### src/rtl/rbcp_initiator_if.sv
// Request, write-data, read-data and RBCP register-bus signals of the local RBCP initiator.
// master is the initiator's view; slave is the requester/responder side.
interface rbcp_initiator_if #(
  parameter int ABUSWIDTH = 32
);
  logic                 req_valid;
  logic                 req_ready;
  logic                 req_write;
  logic [ABUSWIDTH-1:0] req_addr;
  logic [7:0]           req_len;
  logic [7:0]           wdata;
  logic                 wdata_valid;
  logic                 wdata_ready;
  logic [7:0]           rdata;
  logic                 rdata_valid;
  logic                 done;
  logic                 err;
  logic                 busy;
  logic                 rbcp_act;
  logic [ABUSWIDTH-1:0] rbcp_addr;
  logic [7:0]           rbcp_wd;
  logic                 rbcp_we;
  logic                 rbcp_re;
  logic                 rbcp_ack;
  logic [7:0]           rbcp_rd;

  modport master (
    input  req_valid, req_write, req_addr, req_len, wdata, wdata_valid, rbcp_ack, rbcp_rd,
    output req_ready, wdata_ready, rdata, rdata_valid, done, err, busy,
           rbcp_act, rbcp_addr, rbcp_wd, rbcp_we, rbcp_re
  );

  modport slave (
    output req_valid, req_write, req_addr, req_len, wdata, wdata_valid, rbcp_ack, rbcp_rd,
    input  req_ready, wdata_ready, rdata, rdata_valid, done, err, busy,
           rbcp_act, rbcp_addr, rbcp_wd, rbcp_we, rbcp_re
  );
endinterface

### src/rtl/rbcp_initiator.sv
// Local RBCP initiator: splits a burst request into single-byte RBCP strobes,
// auto-incrementing the address and timing out each byte's acknowledge.
module rbcp_initiator #(
  parameter int ABUSWIDTH = 32,
  parameter int TIMEOUT   = 255
) (
  input  logic             bus_clk,
  input  logic             bus_rst,
  rbcp_initiator_if.master bus
);
  typedef enum logic [2:0] {IDLE, LOAD, STROBE, WAIT, FIN} state_t;

  state_t               state, next;
  logic [ABUSWIDTH-1:0] addr;
  logic [7:0]           wd, rem, rdata;
  logic                 write, act, rvld;
  logic [15:0]          cnt;
  logic                 timeout, ack_hit;

  always_comb begin
    next    = state;
    timeout = 1'b0;
    ack_hit = 1'b0;
    case (state)
      IDLE:   if (bus.req_valid) begin
                if (bus.req_len == 8'd0) next = FIN;
                else if (bus.req_write)  next = LOAD;
                else                     next = STROBE;
              end
      LOAD:   if (bus.wdata_valid) next = STROBE;
      STROBE: next = WAIT;
      WAIT:   if (bus.rbcp_ack) begin
                ack_hit = 1'b1;
                if (rem == 8'd1) next = FIN;
                else if (write)  next = LOAD;
                else             next = STROBE;
              end else if (cnt == TIMEOUT[15:0]) begin
                timeout = 1'b1;
                next    = IDLE;
              end
      FIN:    next = IDLE;
      default: next = IDLE;
    endcase
  end

  always_ff @(posedge bus_clk or posedge bus_rst) begin
    if (bus_rst) begin
      state <= IDLE;
      addr  <= '0;
      wd    <= '0;
      rem   <= '0;
      rdata <= '0;
      write <= 1'b0;
      act   <= 1'b0;
      rvld  <= 1'b0;
      cnt   <= '0;
    end else begin
      state <= next;
      rvld  <= 1'b0;
      case (state)
        IDLE:   if (bus.req_valid) begin
                  addr  <= bus.req_addr;
                  rem   <= bus.req_len;
                  write <= bus.req_write;
                end
        LOAD:   if (bus.wdata_valid) wd <= bus.wdata;
        STROBE: cnt <= '0;
        WAIT:   if (ack_hit) begin
                  if (!write) begin
                    rdata <= bus.rbcp_rd;
                    rvld  <= 1'b1;
                  end
                  rem <= rem - 8'd1;
                  if (rem != 8'd1) addr <= addr + {{(ABUSWIDTH-1){1'b0}}, 1'b1};
                end else begin
                  cnt <= cnt + 16'd1;
                end
        default: ;
      endcase
      // act spans the whole burst from its first strobe; FIN and timeout end it
      if (next == STROBE)                    act <= 1'b1;
      else if (next == FIN || next == IDLE)  act <= 1'b0;
    end
  end

  assign bus.req_ready   = (state == IDLE);
  assign bus.busy        = (state != IDLE);
  assign bus.wdata_ready = (state == LOAD);
  assign bus.rbcp_we     = (state == STROBE) &&  write;
  assign bus.rbcp_re     = (state == STROBE) && !write;
  assign bus.done        = (state == FIN);
  assign bus.err         = timeout;
  assign bus.rbcp_act    = act && !timeout;
  assign bus.rbcp_addr   = addr;
  assign bus.rbcp_wd     = wd;
  assign bus.rdata       = rdata;
  assign bus.rdata_valid = rvld;
endmodule

### src/flat_wrapper.sv
// flat-port wrapper written by rule: the top's interface ports become plain ports
module rbcp_initiator_flat 
#(
  parameter int ABUSWIDTH = 32,
  parameter int TIMEOUT   = 255
)
  (bus_clk, bus_rst, bus_req_valid, bus_req_write, bus_req_addr, bus_req_len, bus_wdata, bus_wdata_valid, bus_rbcp_ack, bus_rbcp_rd, bus_req_ready, bus_wdata_ready, bus_rdata, bus_rdata_valid, bus_done, bus_err, bus_busy, bus_rbcp_act, bus_rbcp_addr, bus_rbcp_wd, bus_rbcp_we, bus_rbcp_re);
  rbcp_initiator_if #(.ABUSWIDTH(ABUSWIDTH)) bus_i ();
  input  logic bus_clk;
  input  logic bus_rst;
  input wire logic [$bits(bus_i.req_valid)-1:0] bus_req_valid;
  input wire logic [$bits(bus_i.req_write)-1:0] bus_req_write;
  input wire logic [$bits(bus_i.req_addr)-1:0] bus_req_addr;
  input wire logic [$bits(bus_i.req_len)-1:0] bus_req_len;
  input wire logic [$bits(bus_i.wdata)-1:0] bus_wdata;
  input wire logic [$bits(bus_i.wdata_valid)-1:0] bus_wdata_valid;
  input wire logic [$bits(bus_i.rbcp_ack)-1:0] bus_rbcp_ack;
  input wire logic [$bits(bus_i.rbcp_rd)-1:0] bus_rbcp_rd;
  output wire logic [$bits(bus_i.req_ready)-1:0] bus_req_ready;
  output wire logic [$bits(bus_i.wdata_ready)-1:0] bus_wdata_ready;
  output wire logic [$bits(bus_i.rdata)-1:0] bus_rdata;
  output wire logic [$bits(bus_i.rdata_valid)-1:0] bus_rdata_valid;
  output wire logic [$bits(bus_i.done)-1:0] bus_done;
  output wire logic [$bits(bus_i.err)-1:0] bus_err;
  output wire logic [$bits(bus_i.busy)-1:0] bus_busy;
  output wire logic [$bits(bus_i.rbcp_act)-1:0] bus_rbcp_act;
  output wire logic [$bits(bus_i.rbcp_addr)-1:0] bus_rbcp_addr;
  output wire logic [$bits(bus_i.rbcp_wd)-1:0] bus_rbcp_wd;
  output wire logic [$bits(bus_i.rbcp_we)-1:0] bus_rbcp_we;
  output wire logic [$bits(bus_i.rbcp_re)-1:0] bus_rbcp_re;
  assign bus_i.req_valid = bus_req_valid;
  assign bus_i.req_write = bus_req_write;
  assign bus_i.req_addr = bus_req_addr;
  assign bus_i.req_len = bus_req_len;
  assign bus_i.wdata = bus_wdata;
  assign bus_i.wdata_valid = bus_wdata_valid;
  assign bus_i.rbcp_ack = bus_rbcp_ack;
  assign bus_i.rbcp_rd = bus_rbcp_rd;
  assign bus_req_ready = bus_i.req_ready;
  assign bus_wdata_ready = bus_i.wdata_ready;
  assign bus_rdata = bus_i.rdata;
  assign bus_rdata_valid = bus_i.rdata_valid;
  assign bus_done = bus_i.done;
  assign bus_err = bus_i.err;
  assign bus_busy = bus_i.busy;
  assign bus_rbcp_act = bus_i.rbcp_act;
  assign bus_rbcp_addr = bus_i.rbcp_addr;
  assign bus_rbcp_wd = bus_i.rbcp_wd;
  assign bus_rbcp_we = bus_i.rbcp_we;
  assign bus_rbcp_re = bus_i.rbcp_re;
  rbcp_initiator #(.ABUSWIDTH(ABUSWIDTH), .TIMEOUT(TIMEOUT)) u_core (.bus_clk(bus_clk), .bus_rst(bus_rst), .bus(bus_i));
endmodule
### config.mk
export PLATFORM = sky130hd
export DESIGN_NAME = rbcp_initiator_flat
export DESIGN_NICKNAME = d
export VERILOG_FILES = /design/src/rtl/rbcp_initiator_if.sv /design/src/rtl/rbcp_initiator.sv /design/src/flat_wrapper.sv
export SDC_FILE = /design/constraint.sdc
export NUM_CORES = 1
export LEC_CHECK = 0
export CAP_MARGIN = 20
export CORE_ASPECT_RATIO = 0.7
export CORE_UTILIZATION = 40
export CTS_BUF_LIST = sky130_fd_sc_hd__clkbuf_4 sky130_fd_sc_hd__clkbuf_8
export CTS_CLUSTER_DIAMETER = 150
export DETAILED_ROUTE_END_ITERATION = 8
export DONT_BUFFER_PORTS = 1
export PLACE_DENSITY_LB_ADDON = 0.1
export SLEW_MARGIN = 30
export SYNTH_ARGS = -nofsm -noshare
export SYNTH_HDL_FRONTEND = slang
export SYNTH_SLANG_ARGS = --single-unit
### constraint.sdc
create_clock -name bus_clk -period 2.4 [get_ports bus_clk]
set_input_delay 0.24 -clock bus_clk [delete_from_list [all_inputs] [get_ports bus_clk]]
set_output_delay 0.24 -clock bus_clk [all_outputs]
set_load 0.05 [all_outputs]
==> key figures, run 1 <==
Worst setup path
  • CP Max Fanout: 5
  • WP data required: 2160 ps
  • Worst Path Arrival: 1960 ps
  • Cell at the slowest stage of the critical path: dfrtp_1
  • Worst r2r dst: u_core.rem[6]$_DFFE_PP0P_
  • Worst setup EP type: output port
  • R2R depth: 5
  • CP cell instances: ha_1 -> nand3_2 -> or2_2 -> nor3_2 -> nor2b_1 -> buf_4
  • Critical path class: flop to output port
  • Worst r2r src: u_core.state[2]$_DFF_PP0_
  • Crit path largest cell delay: 420 ps
  • R2R setup slack: 410 ps
  • Worst setup SP type: flop

Global routing
  • Largest net degree at the start of global routing: 53
  • Global-route wire length before repair: 19200 microns
  • Initial antenna violation count: 0
  • Vias in the first global route: 3642
  • Tot GR Track Use: 21.12%
  • Total gr overflow: 0

Finish
  • Diode count: 0
  • Area grow syn2layout: 15.43%
  • Filler instances: 1018
  • Final nets: 577
  • Layout cells sized above 1: 21.32%
  • Core Util, Final: 48.61%

Logic synthesis
  • Area leader, netlist: dfrtp_1
  • Synth Warn #: 0
  • #FFs+latches synth: 78
  • Cell count after synthesis: approximately 480
  • Post-Syn Area: 4459 sq um
  • Area contributors post-synth: dfrtp_1, a21oi_1, nor2_1
  • Sequential share of the synthesized area: 43.77%
  • Post-synth ARST share: 100.0%
  • EDFF count, synth: 0
  • Synth Flop Type: dfrtp_1
  • Synth top area share: 43.77%
  • Net Count, Synth: around 540
  • Cell variety after synth: 62
  • Syn_area_per_cell: 9.388 sq um

Detailed routing
  • DR pass1 iterations: 5
  • Number of vias per cell: 5.736
  • Initial DRC count: 197
  • Post-Route WL: 11860 microns
  • Via count: between 3000 and 4000
  • DR WL/cell: 17.86 microns
  • Antenna Nets Post-Route: 0
  • # DRC: 0

STA
  • Achievable clock frequency: 453.6 MHz
  • Slew HR: 61.60%
  • Setup violators final: 0
  • Period utilization: 91.86%
  • Min Clock Period, post-route: about 2200 ps
  • Tightest Pin Transition: 576.1 ps
  • Count of final max-slew check failures: 0
  • Max Clock Skew: 7.916 ps
  • RSZ-0062 raised after global routing: no
  • Final Hold Fails: 0

Clock network
  • # Post-CTS Setup Buffers: 0
  • H-Tree Depth: 3
  • Clock tree sinks: 78
  • Clock root buffer: clkbuf_8
  • CTS tree: done
  • CTS max path bufs: 2
  • Clock slew at reported path FFs: 80 ps
  • Num CTS Buffers: 9
  • Worst-skew pair later-pin latency: 350 ps

Placement
  • DPL Wire Length: 8655 microns
  • Buffers on Ports: 0
  • GPL Wtd Cong: between 0.8 and 0.9

Floorplan
  • Starting utilization of the core area: 42.11%
  • Core Region: between 10000 and 15000 sq um
  • Die Area: between 10000 and 15000 sq um
  • Top Ports: 119
  • Die Height: 90.34 microns
  • Die Span X: 128.2 microns
  • Row count: 31

Min path
  • Hold depth: 2
  • Worst hold endpoint: u_core.bus.rbcp_addr[1]$_DFFE_PP0P_
  • Worst hold start: bus_req_addr[1]
  • HP Class: input pin to flop

Flow run
  • Max cap viols: 0

Power
  • Maximum VDD drop: approximately 740 uV
  • Pwr per Cell Area: around 1600 nW/um^2
  • Total power: 8.009 mW
  • LEAKAGE: 2.095 nW

Outcome
  • Status: complete, no violations
[per-stage QoR]
step                hold slack, ps  TNS (ps)  cell area [sq um]  setup slack [ps]  std cells
floorplan                    345.4    -54.44               4469            -54.44        475
global placement             157.7         0               4893             477.9        643
detailed placement           161.2         0               4893             418.4        643
CTS                          5.729         0               5122             106.9        662
global route                0.2552         0               5147             54.96        664
finish                       25.10         0               5147             195.5        664
[layer usage]
metal	wire, microns	GRT usage [%]	share of wire [%]	vias up
li1	-	-	-	1845
met1	6061	31.68	51	1826
met2	4959	29.46	42	131
met3	759	6.457	6.4	7
met4	76	4.216	0.64	0
met5	0	0	0	-
[worst max path at each step]
stage                               from                                   to  slack [ps]  cells past startpoint
6_report       u_core.cnt[0]$_DFFE_PP0P_                         bus_rbcp_act         200                      6
5_1_grt        u_core.cnt[0]$_DFFE_PP0P_                         bus_rbcp_act          50                      6
4_1_cts        u_core.cnt[0]$_DFFE_PP0P_                         bus_rbcp_act         110                      6
3_5_place_dp   u_core.rem[3]$_DFFE_PP0P_  u_core.bus.rbcp_addr[5]$_DFFE_PP0P_         420                      6
3_3_place_gp   u_core.state[1]$_DFF_PP0_            u_core.rem[6]$_DFFE_PP0P_         480                      5
2_1_floorplan  u_core.state[2]$_DFF_PP0_                         bus_rbcp_act         -50                      7
[layout by cell type, fill, tap and decap left out, types with 3 or more instances in the layout]
cell           instances
clkbuf_8               9
o2111ai_1              3
a211oi_1               4
nor2_1                55
buf_4                 49
and3_1                 9
a21oi_1               45
nand2_1               29
dlygate4sd3_1          5
xnor2_1                4
mux2_2                16
nor3_1                 7
nand4_1               17
a22oi_1                4
o22a_1                12
and2_1                 7
nor4_1                 6
nor3b_2                3
o21ai_0               33
or3_1                  3
dfrtp_1               78
a211oi_2               3
ha_1                   4
nand3_1               18
xor2_1                 7
and4_1                 6
a2bb2oi_1              4
clkinvlp_4             3
a31oi_1               10
inv_1                  8
o22ai_1                8
[Yosys cell counts, types with 9 or more instances]
library cell	instances
a21oi_1	45
dfrtp_1	78
a31oi_1	10
o21ai_0	33
buf_2	15
nand3_1	19
nand2_1	29
and3_1	9
inv_1	9
mux2_2	16
nand4_1	17
nor2_1	55
o22a_1	12
[sequential cells by signal, summed over array words and instances, names as in the netlist]
signal	cells
u_core.bus.rbcp_wd	8
u_core.write	1
u_core.state	3
u_core.rem	8
u_core.bus.rdata	8
u_core.bus.rdata_valid	1
u_core.cnt	16
u_core.act	1
u_core.bus.rbcp_addr	32
[cell families (layout without fill, tap and decap cells)]
| kind of cell | count (synthesis) | in the layout | share of synthesized area [%] |
|---|---|---|---|
| and+or+nand+nor | 182 | 182 | 22.67 |
| AOI/OAI and AO/OA | 143 | 143 | 21.30 |
| DFF | 78 | 78 | 43.77 |
| buffers and inverters | 40 | 81 | 4.714 |
| muxes | 17 | 17 | 4.265 |
| xor gates and xnor gates | 11 | 11 | 2.160 |
| adders and majority gates | 4 | 4 | 1.122 |
[power breakdown]
part | internal (mW) | leakage [nW] | switching [mW]
Combinational | 1.39 | 1.06 | 2.68
Sequential | 1.83 | 0.944 | 1.10
Clock | 0.482 | 0.0914 | 0.519
Total | 3.71 | 2.09 | 4.30
[critical path: cells and delay by family, from the launching register on]
family / cells / cell delay [ps]
fa+ha+maj: 1 / 230
buf+inv: 1 / 190
flops: 1 / 420
simple gates: 4 / 780
[area by class of cell]
class	instances	area, sq um	share of cell area [%]
clock buffer	9	123.9	2.406
inverter	9	35.03	0.6806
clock inverter	7	75.07	1.458
timing repair buffer	56	457.9	8.896
sequential	78	1952	37.92
multi-input combinational	357	2318	45.04
tap	148	185.2	3.597
[what timing repair did]
item                       CTS  global route
setup endpoints to repair    0             1
hold buffers                 3             2
hold endpoints to repair    28             2
resized for setup            0             1
(Power assumes the default switching activity.)
==> run 2: changes to the inputs <==
--- a/config.mk
+++ b/config.mk
@@ -5,6 +5,7 @@
 export SDC_FILE = /design/constraint.sdc
 export NUM_CORES = 1
 export LEC_CHECK = 0
+export ABC_AREA = 0
 export CAP_MARGIN = 20
 export CORE_ASPECT_RATIO = 0.7
 export CORE_UTILIZATION = 40
==> constraint.sdc (replaced) <==
create_clock -name bus_clk -period 2.28 [get_ports bus_clk]
set_input_delay 0.228 -clock bus_clk [delete_from_list [all_inputs] [get_ports bus_clk]]
set_output_delay 0.228 -clock bus_clk [all_outputs]
set_load 0.05 [all_outputs]
==> key figures, run 2 (synthesis gave the netlist of run 1 again) <==
Global routing
  • Vias in the first global route: 3711 (+1.9%)
  • Tot GR Track Use: 21.71% (+0.59 points)
  • GR Util met1: 31.74% (+0.054 points)
  • Total gr overflow: 0 (unchanged)
  • Met2 Usage GRT: 29.68% (+0.23 points)
  • GR peak layer: met1
  • Met3 GRT Util: 7.642% (+1.2 points)
  • Initial antenna violation count: 0 (unchanged)
  • Global-route wire length before repair: 19520 microns (+1.7%)
  • Largest net degree at the start of global routing: 62 (+17%)

Detailed routing
  • Post-Route WL: 12090 microns (+1.9%)
  • Initial DRC count: 219 (+11%)
  • Antenna Nets Post-Route: 0 (unchanged)
  • Number of vias per cell: 5.754 (+0.30%)
  • DR pass1 iterations: 5 (unchanged)
  • Via count: 3924 (+3.0%)
  • DR WL/cell: 17.72 microns (-0.77%)
  • # DRC: 0 (unchanged)

Clock network
  • CTS max path bufs: 2 (unchanged)
  • H-Tree Depth: 3 (unchanged)
  • Num CTS Buffers: 9 (unchanged)
  • Clock tree sinks: 78 (unchanged)
  • Worst-skew pair later-pin latency: 370 ps (+20 ps)
  • CTS tree: done
  • Clock root buffer: clkbuf_8
  • Clock slew at reported path FFs: 80 ps (about the same)

Placement
  • DPL Wire Length: 8566 microns (-1.0%)
  • Post-placement cell count: 642 (-0.16%)
  • GPL Wtd Cong: 0.7983 (-3.5%)
  • Buffers on Ports: 0 (unchanged)

STA
  • Achievable clock frequency: 464.3 MHz
  • Setup violators final: 0 (unchanged)
  • Count of final max-slew check failures: 0 (unchanged)
  • Final Hold Fails: 0 (unchanged)
  • Period utilization: 94.47%
  • Tightest Pin Transition: 602.0 ps (+25.94 ps)
  • Max Clock Skew: 9.066 ps (+1.150 ps)
  • Total negative slack: 0 ps (unchanged)
  • Slew HR: 59.72% (-1.9 points)
  • Min Clock Period, post-route: 2154 ps

Finish
  • Commonest non-fill, non-tap cell in the layout: dfrtp_1
  • Diode count: 0 (unchanged)
  • Layout cells sized above 1: 21.54% (+0.22 points)
  • Max FFs per register: 32 (unchanged)
  • Layout Cells excl Fill: 682 (+2.7%)
  • Filler instances: 1000 (-1.8%)
  • Most frequent cells in the layout: dfrtp_1, nor2_1, buf_4, a21oi_1, o21ai_0
  • Area grow syn2layout: 19.81%
  • Final nets: 595 (+3.1%)

Power
  • Maximum VDD drop: 725.4 uV (-1.9%)
  • LEAKAGE: 2.172 nW (+3.7%)
  • Pwr per Cell Area: 1595 nW/um^2 (+2.5%)

Worst setup path
  • R2R setup slack: 240 ps (-170 ps)
  • Critical path class: flop to output port
  • WP data required: 2050 ps (-110 ps)
  • Critical path launch point: u_core.cnt[0]$_DFFE_PP0P_
  • Worst setup endpoint: bus_rbcp_act
  • Worst Path Arrival: 1930 ps (-30 ps)
  • CP Max Fanout: 3 (-2)
  • Worst r2r src: u_core.bus.rbcp_addr[0]$_DFFE_PP0P_
  • R2R depth: 6 (+1)
  • Worst r2r dst: u_core.bus.rbcp_addr[25]$_DFFE_PP0P_
  • Worst setup SP type: flop
  • Worst setup EP type: output port

Min path
  • HP Class: input pin to flop

Floorplan
  • Core Region: 10590 sq um (unchanged)
  • Die Span X: 128.2 microns (unchanged)
  • Top Ports: 119 (unchanged)
  • Die Area: 11580 sq um (unchanged)
  • Starting utilization of the core area: 42.11% (unchanged)
  • Die Height: 90.34 microns (unchanged)
  • Row count: 31 (unchanged)

Flow run
  • Max cap viols: 0 (unchanged)

Outcome
  • Status: complete, no violations
-- run 2: cell count changes in the layout (fill, tap and decap cells not counted) --
cell,before,now
clkbuf_8,9,12
inv_1,8,7
nand3_1,18,19
dfrtp_2,0,1
inv_6,0,1
buf_4,49,50
dlygate4sd3_1,5,20
bufinv_16,1,0
dfrtp_1,78,77
buf_12,2,4
clkinv_4,2,0
ha_2,0,1
ha_1,4,3
nand3_2,1,0
-- run 2: layer usage --
metal | share of wire (%) | vias up | wire length [microns]
li1 | - | 1877 | -
met1 | 49 | 1890 | 5875
met2 | 41 | 144 | 4967
met3 | 8.9 | 13 | 1081
met4 | 1.3 | 0 | 162
met5 | 0 | - | 0
-- run 2: layout make-up --
| class | instances | area (sq um) | area share (%) |
|---|---|---|---|
| clock buffer | 12 | 165.2 | 3.091 |
| inverter | 9 | 38.79 | 0.7260 |
| tap | 148 | 185.2 | 3.466 |
| timing repair buffer | 74 | 655.6 | 12.27 |
| multi-input combinational | 357 | 2316 | 43.35 |
| sequential | 78 | 1953 | 36.56 |
| clock inverter | 4 | 28.78 | 0.5386 |
-- run 2: timing repair --
item / in CTS / in global routing
hold buffers: 12 / 8
pin swaps: 1 / 0
setup buffers: 1 / 3
endpoints found under the setup margin: 2 / 2
hold endpoints to repair: 41 / 8
resized for setup: 0 / 2
cloned: 0 / 0
-- run 2: report_power, final --
part	leakage, nW	switching [mW]	internal, mW	total [mW]
Clock	0.0950	0.546	0.487	1.03
Combinational	1.13	2.88	1.55	4.43
Sequential	0.943	1.13	1.93	3.06
Total	2.17	4.55	3.97	8.52
-- run 2: how the worst min path moves through the flow --
stage	slack (ps)	from	to	cells after the start
after floorplan	330	bus_req_write	u_core.write$_DFFE_PP0P_	2
after global placement	190	bus_rst	u_core.bus.rbcp_addr[24]$_DFFE_PP0P_	1
after detailed placement	200	bus_rst	u_core.bus.rdata[6]$_DFFE_PP0P_	1
after CTS	0.08	bus_rbcp_rd[6]	u_core.bus.rdata[6]$_DFFE_PP0P_	1
after global routing	50	bus_req_addr[8]	u_core.bus.rbcp_addr[8]$_DFFE_PP0P_	2
final	50	bus_req_len[1]	u_core.rem[1]$_DFFE_PP0P_	2
-- run 2: through the flow --
stage	area (sq um)	util [%]	hold slack, ps	power, mW	worst slack [ps]
2_1_floorplan	4473	-	333.4	6.280	-162.4
4_1_cts	5236	49.45	0.07569	8.516	94.91
3_5_place_dp	4915	46.41	196.0	7.438	256.1
6_report	5343	50.45	52.52	8.520	126.0
3_3_place_gp	4915	46.41	186.4	7.387	300.2
5_1_grt	5343	50.45	47.66	9.097	-4.992
-- run 2: critical path: stages, from the launching register on --
cell	delay (ps)
dfrtp_1	390
ha_2	210
nand3_1	130
or2_2	360
nor3_2	200
nor2b_1	70
buf_4	190
